$ cat config.mk
export PLATFORM = sky130hd
export DESIGN_NAME = cu_dispatch_arb
export DESIGN_NICKNAME = d
export VERILOG_FILES = /design/src/rtl/cu_dispatch_arb_pkg.sv /design/src/rtl/cu_dispatch_arb_rr_arb3.sv /design/src/rtl/cu_dispatch_arb.sv
export SDC_FILE = /design/constraint.sdc
export NUM_CORES = 1
export LEC_CHECK = 0
export CAP_MARGIN = 30
export CORE_MARGIN = 2
export CORE_UTILIZATION = 39
export CTS_BUF_LIST = sky130_fd_sc_hd__clkbuf_8
export DETAILED_ROUTE_END_ITERATION = 6
export PLACE_DENSITY = 0.86
export SETUP_SLACK_MARGIN = 0.4
export SYNTH_ARGS = -nofsm -noshare
export SYNTH_HDL_FRONTEND = slang
export SYNTH_SLANG_ARGS = --single-unit
$ cat constraint.sdc
create_clock -name clk -period 3.7 [get_ports clk]
set_input_delay 0.74 -clock clk [delete_from_list [all_inputs] [get_ports clk]]
set_output_delay 0.74 -clock clk [all_outputs]
set_load 0.02 [all_outputs]
$ cat src/rtl/cu_dispatch_arb_pkg.sv
// cu_dispatch_arb_pkg: shared encodings for the compute-unit dispatcher and result arbiter.
package cu_dispatch_arb_pkg;
  localparam int NUM_UNITS = 3;
  localparam logic [1:0] UNIT_ANY = 2'd3;
  typedef enum logic [0:0] {ST_IDLE = 1'b0, ST_ISSUE = 1'b1} state_e;
  function automatic logic [1:0] lowest_free(input logic [NUM_UNITS-1:0] busy);
    return !busy[0] ? 2'd0 : !busy[1] ? 2'd1 : 2'd2;
  endfunction
endpackage

$ cat src/rtl/cu_dispatch_arb_rr_arb3.sv
// rr_arb3: three-way round-robin picker, search begins one past the last grant.
module rr_arb3 (
  input  logic [2:0] req_i,
  input  logic [1:0] last_grant_i,
  output logic [2:0] grant_o,
  output logic       any_o
);
  logic [1:0] p0, p1, p2;
  always_comb begin
    p0 = last_grant_i == 2'd0 ? 2'd1 : last_grant_i == 2'd1 ? 2'd2 : 2'd0;
    p1 = last_grant_i == 2'd0 ? 2'd2 : last_grant_i == 2'd1 ? 2'd0 : 2'd1;
    p2 = last_grant_i == 2'd0 ? 2'd0 : last_grant_i == 2'd1 ? 2'd1 : 2'd2;
    grant_o = req_i[p0] ? 3'b001 << p0 :
              req_i[p1] ? 3'b001 << p1 :
              req_i[p2] ? 3'b001 << p2 : 3'b000;
    any_o = |req_i;
  end
endmodule

$ cat src/rtl/cu_dispatch_arb.sv
// cu_dispatch_arb: issues instructions to three compute units and round-robins their results
// into a single output register.
module cu_dispatch_arb
  import cu_dispatch_arb_pkg::*;
#(
  parameter int INSTR_W = 16,
  parameter int DATA_W  = 8,
  parameter int TIMEOUT = 255
) (
  input  logic                  clk,
  input  logic                  rst_n,
  input  logic                  ena_i,
  input  logic                  instr_valid_i,
  output logic                  instr_ready_o,
  input  logic [INSTR_W-1:0]    instr_i,
  output logic [2:0]            cu_valid_o,
  input  logic [2:0]            cu_ready_i,
  output logic [INSTR_W-1:0]    cu_instr_o,
  input  logic [2:0]            res_valid_i,
  input  logic [3*DATA_W-1:0]   res_data_i,
  output logic [2:0]            res_ack_o,
  output logic                  out_valid_o,
  input  logic                  out_ready_i,
  output logic [DATA_W-1:0]     out_data_o,
  output logic [1:0]            out_unit_o,
  output logic                  err_o
);
  localparam logic [7:0] TO_LAST = 8'(TIMEOUT - 1);
  state_e               state_q, state_d;
  logic [INSTR_W-1:0]   instr_q, instr_d;
  logic [1:0]           tgt_q, tgt_d, lg_q, lg_d, out_unit_q, out_unit_d, sel, g;
  logic [2:0]           busy_q, busy_d, grant;
  logic [7:0]           cnt_q, cnt_d;
  logic [DATA_W-1:0]    out_data_q, out_data_d;
  logic                 err_q, err_d, out_valid_q, out_valid_d;
  logic                 free, accept, hs, tmo, load, any;
  rr_arb3 u_rr (
    .req_i        (res_valid_i),
    .last_grant_i (lg_q),
    .grant_o      (grant),
    .any_o        (any)
  );
  assign sel           = instr_i[INSTR_W-1 -: 2];
  assign free          = sel == UNIT_ANY ? ~&busy_q : ~busy_q[sel];
  assign instr_ready_o = state_q == ST_IDLE && ena_i && free;
  assign accept        = instr_valid_i && instr_ready_o;
  assign cu_valid_o    = state_q == ST_ISSUE ? 3'b001 << tgt_q : 3'b000;
  assign hs            = |(cu_valid_o & cu_ready_i);
  assign tmo           = state_q == ST_ISSUE && !hs && cnt_q == TO_LAST;
  // Gated by rst_n so no result is acknowledged while the design is held in reset.
  assign load          = rst_n && ena_i && (!out_valid_q || out_ready_i) && any;
  assign res_ack_o     = load ? grant : 3'b000;
  assign g             = grant[1] ? 2'd1 : grant[2] ? 2'd2 : 2'd0;
  assign cu_instr_o    = instr_q;
  assign out_valid_o   = out_valid_q;
  assign out_data_o    = out_data_q;
  assign out_unit_o    = out_unit_q;
  assign err_o         = err_q;
  always_comb begin
    state_d     = accept ? ST_ISSUE : (hs || tmo) ? ST_IDLE : state_q;
    instr_d     = accept ? instr_i : instr_q;
    tgt_d       = accept ? (sel == UNIT_ANY ? lowest_free(busy_q) : sel) : tgt_q;
    cnt_d       = (accept || tmo) ? 8'd0 : (state_q == ST_ISSUE && !hs) ? cnt_q + 8'd1 : cnt_q;
    err_d       = tmo;
    // A new issue to the unit whose result is being acked wins over the clear.
    busy_d      = (busy_q & ~res_ack_o) | (hs ? cu_valid_o : 3'b000);
    out_valid_d = load || (out_valid_q && !out_ready_i);
    out_data_d  = load ? res_data_i[g*DATA_W +: DATA_W] : out_data_q;
    out_unit_d  = load ? g : out_unit_q;
    lg_d        = load ? g : lg_q;
  end
  always_ff @(posedge clk or negedge rst_n) begin
    if (!rst_n) begin
      state_q     <= ST_IDLE;
      instr_q     <= '0;
      tgt_q       <= 2'd0;
      cnt_q       <= 8'd0;
      err_q       <= 1'b0;
      busy_q      <= 3'b000;
      lg_q        <= 2'd2;
      out_valid_q <= 1'b0;
      out_data_q  <= '0;
      out_unit_q  <= 2'd0;
    end else begin
      state_q     <= state_d;
      instr_q     <= instr_d;
      tgt_q       <= tgt_d;
      cnt_q       <= cnt_d;
      err_q       <= err_d;
      busy_q      <= busy_d;
      lg_q        <= lg_d;
      out_valid_q <= out_valid_d;
      out_data_q  <= out_data_d;
      out_unit_q  <= out_unit_d;
    end
  end
endmodule

Yosys cells after proc, flatten, opt, wreduce, memory -nomap -nowiden
Cells that the tools add are included.

Reduce and logical (&&, ||, !) cells: 23. Magnitude comparators: 4. $add $sub $neg: 1. Multiply operators: 0. Muxes and demuxes: 30. Shift operators: 5. Bitwise logic cells: 6. Equality and inequality tests: 3. Div/mod/pow operators: 0.

Operators with widths (number): variable part select 24 x 6 -> 8 bit (1); two-way mux 2 bit (10); two-way mux 3 bit (6); two-way mux 8 bit (2); less-than comparator 2 x 3 -> 1 bit (second input constant) (4); << shifter 1 x 2 -> 3 bit (first input constant) (4); logical AND 1 bit (9); adder 8 x 1 -> 8 bit (second input constant) (1); binary-select mux 1 bit (select 2 bit) (4); == test 8 bit (second input constant) (1); two-way mux 1 bit (8); AND 3 bit (2); OR reduction 3 bit (2); zero test 1 bit (4); logical OR 1 bit (4); nonzero test 2 bit (2); inverter 3 bit (1); bitwise OR 3 bit (1); AND reduction 3 bit (1); == test 2 x 1 -> 1 bit (second input constant) (1); == test 2 bit (second input constant) (1); zero test 2 bit (1); inverter 1 bit (2).

Output and inout port bits: 35. Memories kept: 0. Word-level logic and storage cells: 82. Flip-flop bits (word level): 44. Bits of input ports: 51. Bits in latches: 0. Memory bits (writable): 0. Bits in read-only memories: 0.

Longest topological paths before layout
Gate-level depths: netlist of run 1.

Depth after elaboration: 12. Depth in mapped cells: 7. Depth with buffers taken out: 7.

Cells and area by module
A second synthesis of run 1 with hierarchy kept.

Cells, all modules: 201. Area total of the unflattened synthesis: 2122.0 µm².

By module, submodules not included: cu_dispatch_arb (cells an instance 191, instances 1, area each 2057.0 µm², seq. area each 1077.3 µm²); rr_arb3 (cells an instance 10, instances 1, area each 65.1 µm², seq. area each 0.0 µm²).

Least setup slack after synthesis of run 1
Ideal clock, no wire load.

Path type: input-to-output. Start: in out_ready_i. End: out res_ack_o[2]. Data required time: 2960 ps. Arrival time: 1503 ps. Stages on the path: 4. Buffers on the path: 0. Path slack: 1457 ps. Path through: nand2b_1 > and3_1 > o31ai_1 > nor2_1.

Longest elaborated chain between the ends: 4.

Ends and longest elaborated chain: from (decl) (line cu_dispatch_arb.sv:23) `input logic out_ready_i,`; logical OR 1 bit (line cu_dispatch_arb.sv:51) `assign load = rst_n && ena_i && (!out_valid_q || out_ready_i) && any;`; logical AND 1 bit (2 in a row) (line cu_dispatch_arb.sv:51); two-way mux 3 bit (line cu_dispatch_arb.sv:52) `assign res_ack_o = load ? grant : 3'b000;`; to (decl) (line cu_dispatch_arb.sv:21) `output logic [2:0] res_ack_o,`.

Every way passes these cells.

Final worst setup path of run 1
Start: in res_valid_i[2]. End: out res_ack_o[1].

Longest elaborated chain between the ends: 6. Elaborated cells between the ends (all ways): 12. Classes of those cells: 10 x mux; 2 x reduce/logical.

Ends and longest elaborated chain: from (decl) (line cu_dispatch_arb.sv:19) `input logic [2:0] res_valid_i,`; binary-select mux 1 bit (select 2 bit) (line cu_dispatch_arb_rr_arb3.sv:15) `req_i[p2] ? 3'b001 << p2 : 3'b000;`; two-way mux 1 bit (not written as such) (line cu_dispatch_arb_rr_arb3.sv:15); two-way mux 3 bit (line cu_dispatch_arb_rr_arb3.sv:15); two-way mux 3 bit (line cu_dispatch_arb_rr_arb3.sv:14) `req_i[p1] ? 3'b001 << p1 :`; two-way mux 3 bit (line cu_dispatch_arb_rr_arb3.sv:13) `grant_o = req_i[p0] ? 3'b001 << p0 :`; two-way mux 3 bit * (line cu_dispatch_arb.sv:52).

Mark *: on every way between the ends. The rest lies on a longest branch, timed or not. The select of a mux whose other input is x is not followed.

==> results.md, run 1 <==
* Outcome: completed
* WP buf/inv at 3
* Hold bufs inserted after CTS at 0
* Nets@finish at 343
* Initial core utilization at 40.8%
* DIE WIDTH at 77.6 um
* Setup crit start kind: input port
* Fill cells at 420
* Sum of negative setup slack at 0 ps
* Layout-stage area growth over the synthesis result at 48.7%
* Max stage delay cell, worst path: sky130_fd_sc_hd__clkdlybuf4s50_1
* Synth Flop Type: sky130_fd_sc_hd__dfrtp_1
* Warning count from the yosys run at 0
* Layout cells sized above 1 at 11.3%
* Root buf cell: sky130_fd_sc_hd__clkbuf_8
* Clock tree from TritonCTS: done
* Leak pwr at 1.46 nW
* Worst clock skew on the final layout at 10.7 ps
* Register-to-Register Setup Slack at 1740 ps
* Port-buffer cells at 85
* Post-detailed-route count of antenna-violating nets at 0
* Critical Path Sink Type: primary output
* Worst R2R End: cnt_q[5]
* Number of global-route vias before repair at 1754
* Pwr per Cell Area at 619 mW/mm^2
* Critical hold path startpoint: out_data_o[2]
* Worst hold-check path type: reg2reg
* Per-cell routed wire length at 14.7 um
* Combined global-route utilization of all metal layers at 17.7%
* Met3 Resource Use GR at 2.67%
* Final Cycle Share at 85.6%
* Timing-limited maximum frequency at 316 MHz
* Number of synthesized register bits at 43
* Arrival time at the worst endpoint at 2430 ps
* Chip height at 77.6 um
* Slew headroom at 43.7%
* Core area at 0.00517 mm^2
* Cts bufs inserted at 5
* Worst stage delay on the critical path at 570 ps
* Slew at the pin with the worst max-slew slack at 841 ps
* Non-filler instance count after layout at 361
* Global-route wire length before repair at 8410 um
* Shortest clock period the worst path allows after layout at 3170 ps
* Largest driver fanout on the critical path at 5
* Met1 capacity usage during global routing at 21.7%
* Drc violations at 0
* Clock sink count at 43
* Mean cell area of the mapped netlist at 10.6 um^2
* Routability Congestion at 0.801
* CTS H-Tree Depth at 2
* Total Wirelength at 5310 um
* Top-level I/O count at 86
* Fraction of registers with async set/reset at 100%
* Critical path, cell by cell: clkdlybuf4s50_1, nor2b_1, o22ai_4, nand3_1, inv_1, clkdlybuf4s50_1
* Number of iterations in the first detailed-routing pass at 4
* Fin. max-slew vios at 0
* Via count at 1826
* Layer with the highest usage after global routing: met2
* Endpoint, Worst Hold: out_data_o[2]
* CTS clock-pin slew for the worst setup and hold paths at 70 ps
* Worst hold path stage count at 2
* Cell Rows at 26
* CP delay by family, top: buffers and inverters
* Sequential-to-total area share from yosys stat at 51.0%
* Max Cap Violations at 0
* Number of cells produced by synthesis at 200
* Dominant cell type by count on the critical path: sky130_fd_sc_hd__clkdlybuf4s50_1
* Number of enable flip-flop cells after synthesis at 0
* Setup Crit Path Kind: in2out
* Met2 Track Usage GR at 31.6%
* Count of final hold-check violations at 0
* DPL Wire Length at 4010 um
* Buffers from clock root to sink, at most at 2
* Setup repair after global routing missed its margin: no
* DRT iter0 DRCs at 126
* Largest net degree at the start of global routing at 44
* Net count after synthesis at 253
* Netlist area before placement at 0.00211 mm^2
* Worst-case reg-to-reg path depth at 5
* Area of the die at 0.00602 mm^2
* Endpoints failing setup at 0
* Max VDD drop at 0.301 mV
* Most common cell after layout, fill and taps aside: sky130_fd_sc_hd__clkdlybuf4s50_1
* Placed cells at 352
* Total inserted antenna cells at 0
* Clock latency reported for the late side of the worst-skew pair at 290 ps
* Critical R2R Launch: tgt_q[0]
* Average vias per placed instance at 5.06
* Number of distinct library cell variants in the gate-level netlist after synthesis at 43
* Initial antenna violation count at 0
* Required time of the worst setup path at 2960 ps
* Commonest non-fill, non-tap cells in the layout: sky130_fd_sc_hd__clkdlybuf4s50_1, sky130_fd_sc_hd__dfrtp_1, sky130_fd_sc_hd__nand2_1
* GRT Residual Overflow at 0
==> worst max path at each step <==
stage,end,slack (ps),cells after the start,startpoint
floorplan,res_ack_o[2],1460,4,out_ready_i
global placement,res_ack_o[1],430,6,res_valid_i[2]
detailed placement,res_ack_o[1],380,6,res_valid_i[2]
CTS,res_ack_o[1],430,6,res_valid_i[2]
global route,res_ack_o[1],440,6,res_valid_i[2]
finish,res_ack_o[1],530,6,res_valid_i[2]
==> kinds of logic after synthesis <==
logic type,count (synthesis),synth area share [%]
buf+inv,12,2.79
fa+ha+maj,2,1.19
xor+xnor,1,0.415
simple gates,82,19.7
compound gates,44,14.8
flops,43,51.0
mux,16,10.1
==> synth_stat cells, drive strengths merged (2+ instances only) <==
library cell  count  area share [%]
dfrtp            42              50
nand2            28             5.1
nor2             19             3.4
mux2             15             9.6
and3             11             3.3
o21ai            11             2.8
o31ai             9             3.2
a211oi            8             2.8
inv               5            0.89
nand3             5             1.2
a31oi             4             1.2
buf               4             1.4
clkbuf            3            0.53
nand2b            3            0.89
nor2b             3            0.89
or3               3            0.89
a21boi            2            0.71
a21o              2            0.71
a21oi             2            0.47
and3b             2            0.83
ha                2             1.2
nand3b            2            0.71
nor3              2            0.47
==> worst register-to-register path: cells and delay by family, from the launching register on <==
kind | cells | cell delay, ps
AND/OR/NAND/NOR | 2 | 740
flip-flops | 1 | 430
multiplexers | 1 | 240
AO/OA/AOI/OAI | 2 | 490
==> metrics by stage <==
stage | instance area (um^2) | util, % | setup slack (ps) | hold WS, ps | power, W
CTS | 3130 | 60.4 | 434 | 481 | 0.00196
global placement | 3040 | 58.8 | 428 | 461 | 0.00165
global route | 3140 | 60.7 | 443 | 505 | 0.00206
detailed placement | 3040 | 58.8 | 385 | 465 | 0.00168
finish | 3140 | 60.7 | 531 | 477 | 0.00194
floorplan | 2110 | - | 1460 | 444 | 0.00126
==> metal layers <==
| metal | share of wire (%) | wire [um] | up-vias |
|---|---|---|---|
| li1 | - | - | 890 |
| met1 | 43 | 2260 | 878 |
| met2 | 53 | 2820 | 54 |
| met3 | 3.5 | 187 | 4 |
| met4 | 0.75 | 40 | 0 |
| met5 | 0 | 0 | - |
==> registers in the layout (all words and copies together) (netlist names) <==
register and cells:
cu_instr_o 16, cnt_q 8, out_data_o 8, busy_q 3, out_unit_o 2, tgt_q 2
err_o 1, lg_q 1, out_valid_o 1, state_q 1
==> power by group <==
part / switching [W] / internal, W
clock: 0.000143 / 0.000126
sequential: 0.000122 / 0.000637
combinational: 0.000431 / 0.000484
total: 0.000697 / 0.00125
==> final cells by class <==
cell class / instances / area, um^2 / area share, %
sequential: 43 / 1080 / 34.3
timing repair buffer: 90 / 888 / 28.3
clock inverter: 3 / 11.3 / 0.359
inverter: 5 / 18.8 / 0.598
clock buffer: 5 / 68.8 / 2.19
multi-input combinational: 145 / 987 / 31.4
tap: 70 / 87.6 / 2.79
==> what timing repair did <==
| action | 4_1_cts | 5_1_grt |
|---|---|---|
| setup buffers | 0 | 1 |
| gates resized for setup | 1 | 2 |
| endpoints found under the setup margin | 1 | 3 |
| pin swaps | 0 | 1 |
Power figures use the tool's default switching activity.
==> run 2, diff against run 1 <==
CORE_MARGIN = default   (was 2)
GPL_TIMING_DRIVEN = 0   (was default)
==> run 2 against run 1 <==
  * Combinational power rose by 0.8%
  * Sequential power barely moved
  * Clock skew decreased by 4.3 ps
  * Final cell count is 0.55% higher
  * Die area down 5.1%
  * First-iteration DRC count is 2.4% lower
  * Count of clock-buffer cells in the layout rose by 1
  * Clock power increased by 7.8%
  * Non-clock buffer count rose by 3
  * Maximum frequency grew 1.8%
  * Largest cell class unchanged
  * Hold slack worse by 170 ps
  * Largest power group unchanged
  * Highest routed layer unchanged
  * Via count down 0.66%
==> results.md, run 2 (same netlist as run 1, synthesis figures left out) <==
* Outcome: completed
* Layout cells sized above 1 at 11.6% (+0.26 points)
* Post-detailed-route count of antenna-violating nets at 0 (unchanged)
* Commonest non-fill, non-tap cells in the layout: sky130_fd_sc_hd__clkdlybuf4s50_1, sky130_fd_sc_hd__dfrtp_1, sky130_fd_sc_hd__nand2_1
* Nets@finish at 346 (+0.87%)
* Global-route wire length before repair at 7660 um (-8.9%)
* Required time of the worst setup path at 2960 ps (about the same)
* Number of iterations in the first detailed-routing pass at 4 (unchanged)
* Port-buffer cells at 85 (unchanged)
* Drc violations at 0 (unchanged)
* Area of the die at 0.00571 mm^2 (-5.1%)
* Via count at 1814 (-0.66%)
* Initial core utilization at 40.8% (unchanged)
* Worst clock skew on the final layout at 6.42 ps (-4.33 ps)
* Fin. max-slew vios at 0 (unchanged)
* Register-to-Register Setup Slack at 1930 ps (+190 ps)
* Worst R2R End: out_data_o[3]
* DPL Wire Length at 3950 um (-1.5%)
* Per-cell routed wire length at 14.1 um (-4.1%)
* Setup repair after global routing missed its margin: no
* Clock tree from TritonCTS: done
* Average vias per placed instance at 5.00 (-1.2%)
* Top-level I/O count at 86 (unchanged)
* Shortest clock period the worst path allows after layout at 3110 ps (-56.9 ps)
* Worst hold-check path type: in2async
* Largest net degree at the start of global routing at 36 (-18%)
* Routability Congestion at 0.863 (+7.7%)
* Root buf cell: sky130_fd_sc_hd__clkbuf_8
* Critical R2R Launch: lg_q[1]
* Dominant cell type by count on the critical path: sky130_fd_sc_hd__clkdlybuf4s50_1
* Max VDD drop at 0.310 mV (+2.9%)
* DIE WIDTH at 75.6 um (-2.6%)
* CTS clock-pin slew for the worst setup and hold paths at 80 ps (about the same)
* Leak pwr at 1.46 nW (+0.46%)
* Fill cells at 438 (+4.3%)
* Core area at 0.00517 mm^2 (unchanged)
* Setup slack at placement at 348 ps (-36.7 ps)
* Endpoints failing setup at 0 (unchanged)
* DRT iter0 DRCs at 123 (-2.4%)
* Largest driver fanout on the critical path at 3 (-2)
* Buffers from clock root to sink, at most at 2 (unchanged)
* Chip height at 75.6 um (-2.6%)
* Slew at the pin with the worst max-slew slack at 471 ps (-370 ps)
* Most common cell after layout, fill and taps aside: sky130_fd_sc_hd__clkdlybuf4s50_1
* Pwr per Cell Area at 623 mW/mm^2 (+0.56%)
* Timing-limited maximum frequency at 321 MHz (+1.8%)
* Flip-flop count of the largest register, all copies and words added at 16 (unchanged)
* Clock latency reported for the late side of the worst-skew pair at 290 ps (about the same)
* Combined global-route utilization of all metal layers at 18.2% (+0.51 points)
* Total Wirelength at 5120 um (-3.6%)
* Layout-stage area growth over the synthesis result at 50.2%
* Max Cap Violations at 0 (unchanged)
* Worst-case reg-to-reg path depth at 5 (unchanged)
* CTS H-Tree Depth at 2 (unchanged)
* Worst stage delay on the critical path at 610 ps (+40 ps)
* Setup crit start kind: input port
* Total inserted antenna cells at 0 (unchanged)
* Critical path, cell by cell: clkdlybuf4s50_1, and3_1, o211a_1, clkdlybuf4s50_1
* Number of global-route vias before repair at 1615 (-7.9%)
* Final setup margin at 588 ps (+56.9 ps)
* Initial antenna violation count at 0 (unchanged)
* Cts bufs inserted at 5 (unchanged)
* Post-Route Hold Slack at 306 ps (-171 ps)
* GRT Residual Overflow at 0 (unchanged)
* Count of final hold-check violations at 0 (unchanged)
* Slew headroom at 68.6% (+25 points)
* Cell Rows at 26 (unchanged)
* Critical Path Sink Type: primary output
* Arrival time at the worst endpoint at 2370 ps (-60 ps)
* Max stage delay cell, worst path: sky130_fd_sc_hd__clkdlybuf4s50_1
* Hold bufs inserted after CTS at 0 (unchanged)
* Clock sink count at 43 (unchanged)
* Setup Crit Path Kind: in2out
* Final Cycle Share at 84.1% (-1.5 points)
==> run 2: critical path: cells and delay by family <==
| family | cells | cell delay (ps) |
|---|---|---|
| AO/OA/AOI/OAI | 1 | 200 |
| buffers and inverters | 2 | 1180 |
| AND/OR/NAND/NOR | 1 | 240 |
==> run 2: where the power goes <==
group / leakage (nW) / switching, W / internal, W / total, W
registers: 0.535 / 0.000125 / 0.000637 / 0.000762
clock network: 0.0470 / 0.000144 / 0.000146 / 0.000290
logic: 0.881 / 0.000432 / 0.000489 / 0.000922
total: 1.46 / 0.000701 / 0.00127 / 0.00197
==> run 2: stage by stage <==
step | util [%] | area, um^2 | std cells | setup TNS, ps | power (W)
3_5_place_dp | 59.2 | 3060 | 356 | 0 | 0.00169
5_1_grt | 61.3 | 3170 | 363 | 0 | 0.00211
6_report | 61.3 | 3170 | 363 | 0 | 0.00197
2_1_floorplan | - | 2110 | 200 | 0 | 0.00126
4_1_cts | 61.2 | 3170 | 363 | 0 | 0.00200
3_3_place_gp | 59.0 | 3050 | 355 | -4100 | 0.00165
==> run 2: cell type report <==
class / count / area (um^2) / area share, %
Timing Repair Buffer: 86 / 870 / 27.4
Tap cell: 70 / 87.6 / 2.76
Clock buffer: 6 / 82.6 / 2.60
Inverter: 5 / 18.8 / 0.592
Clock inverter: 1 / 5.00 / 0.158
Buffer: 7 / 40.0 / 1.26
Multi-Input combinational cell: 145 / 990 / 31.2
Sequential cell: 43 / 1080 / 34.0
==> run 2: timing repair <==
action | in CTS | in global routing
gates resized for setup | 3 | 2
buffers inserted | 0 | 0
endpoints found under the setup margin | 2 | 2
==> run 2: how the worst max path moves through the flow <==
stage          slack (ps)  cells after the start            from            to
2_1_floorplan        1460                      4     out_ready_i  res_ack_o[2]
3_3_place_gp        -1070                      5           rst_n  res_ack_o[2]
3_5_place_dp          350                      6  res_valid_i[1]  res_ack_o[2]
4_1_cts               390                      6  res_valid_i[1]  res_ack_o[2]
5_1_grt               500                      4           ena_i  res_ack_o[0]
6_report              590                      4           ena_i  res_ack_o[0]
==> run 2: layer usage <==
metal / part of all wire, % / global-route usage, % / up-vias
met2: 52 / 31.6 / 55
met4: 1.4 / 6.79 / 0
li1: - / - / 898
met3: 4.8 / 4.76 / 7
met1: 42 / 21.6 / 854
met5: 0 / 0 / -
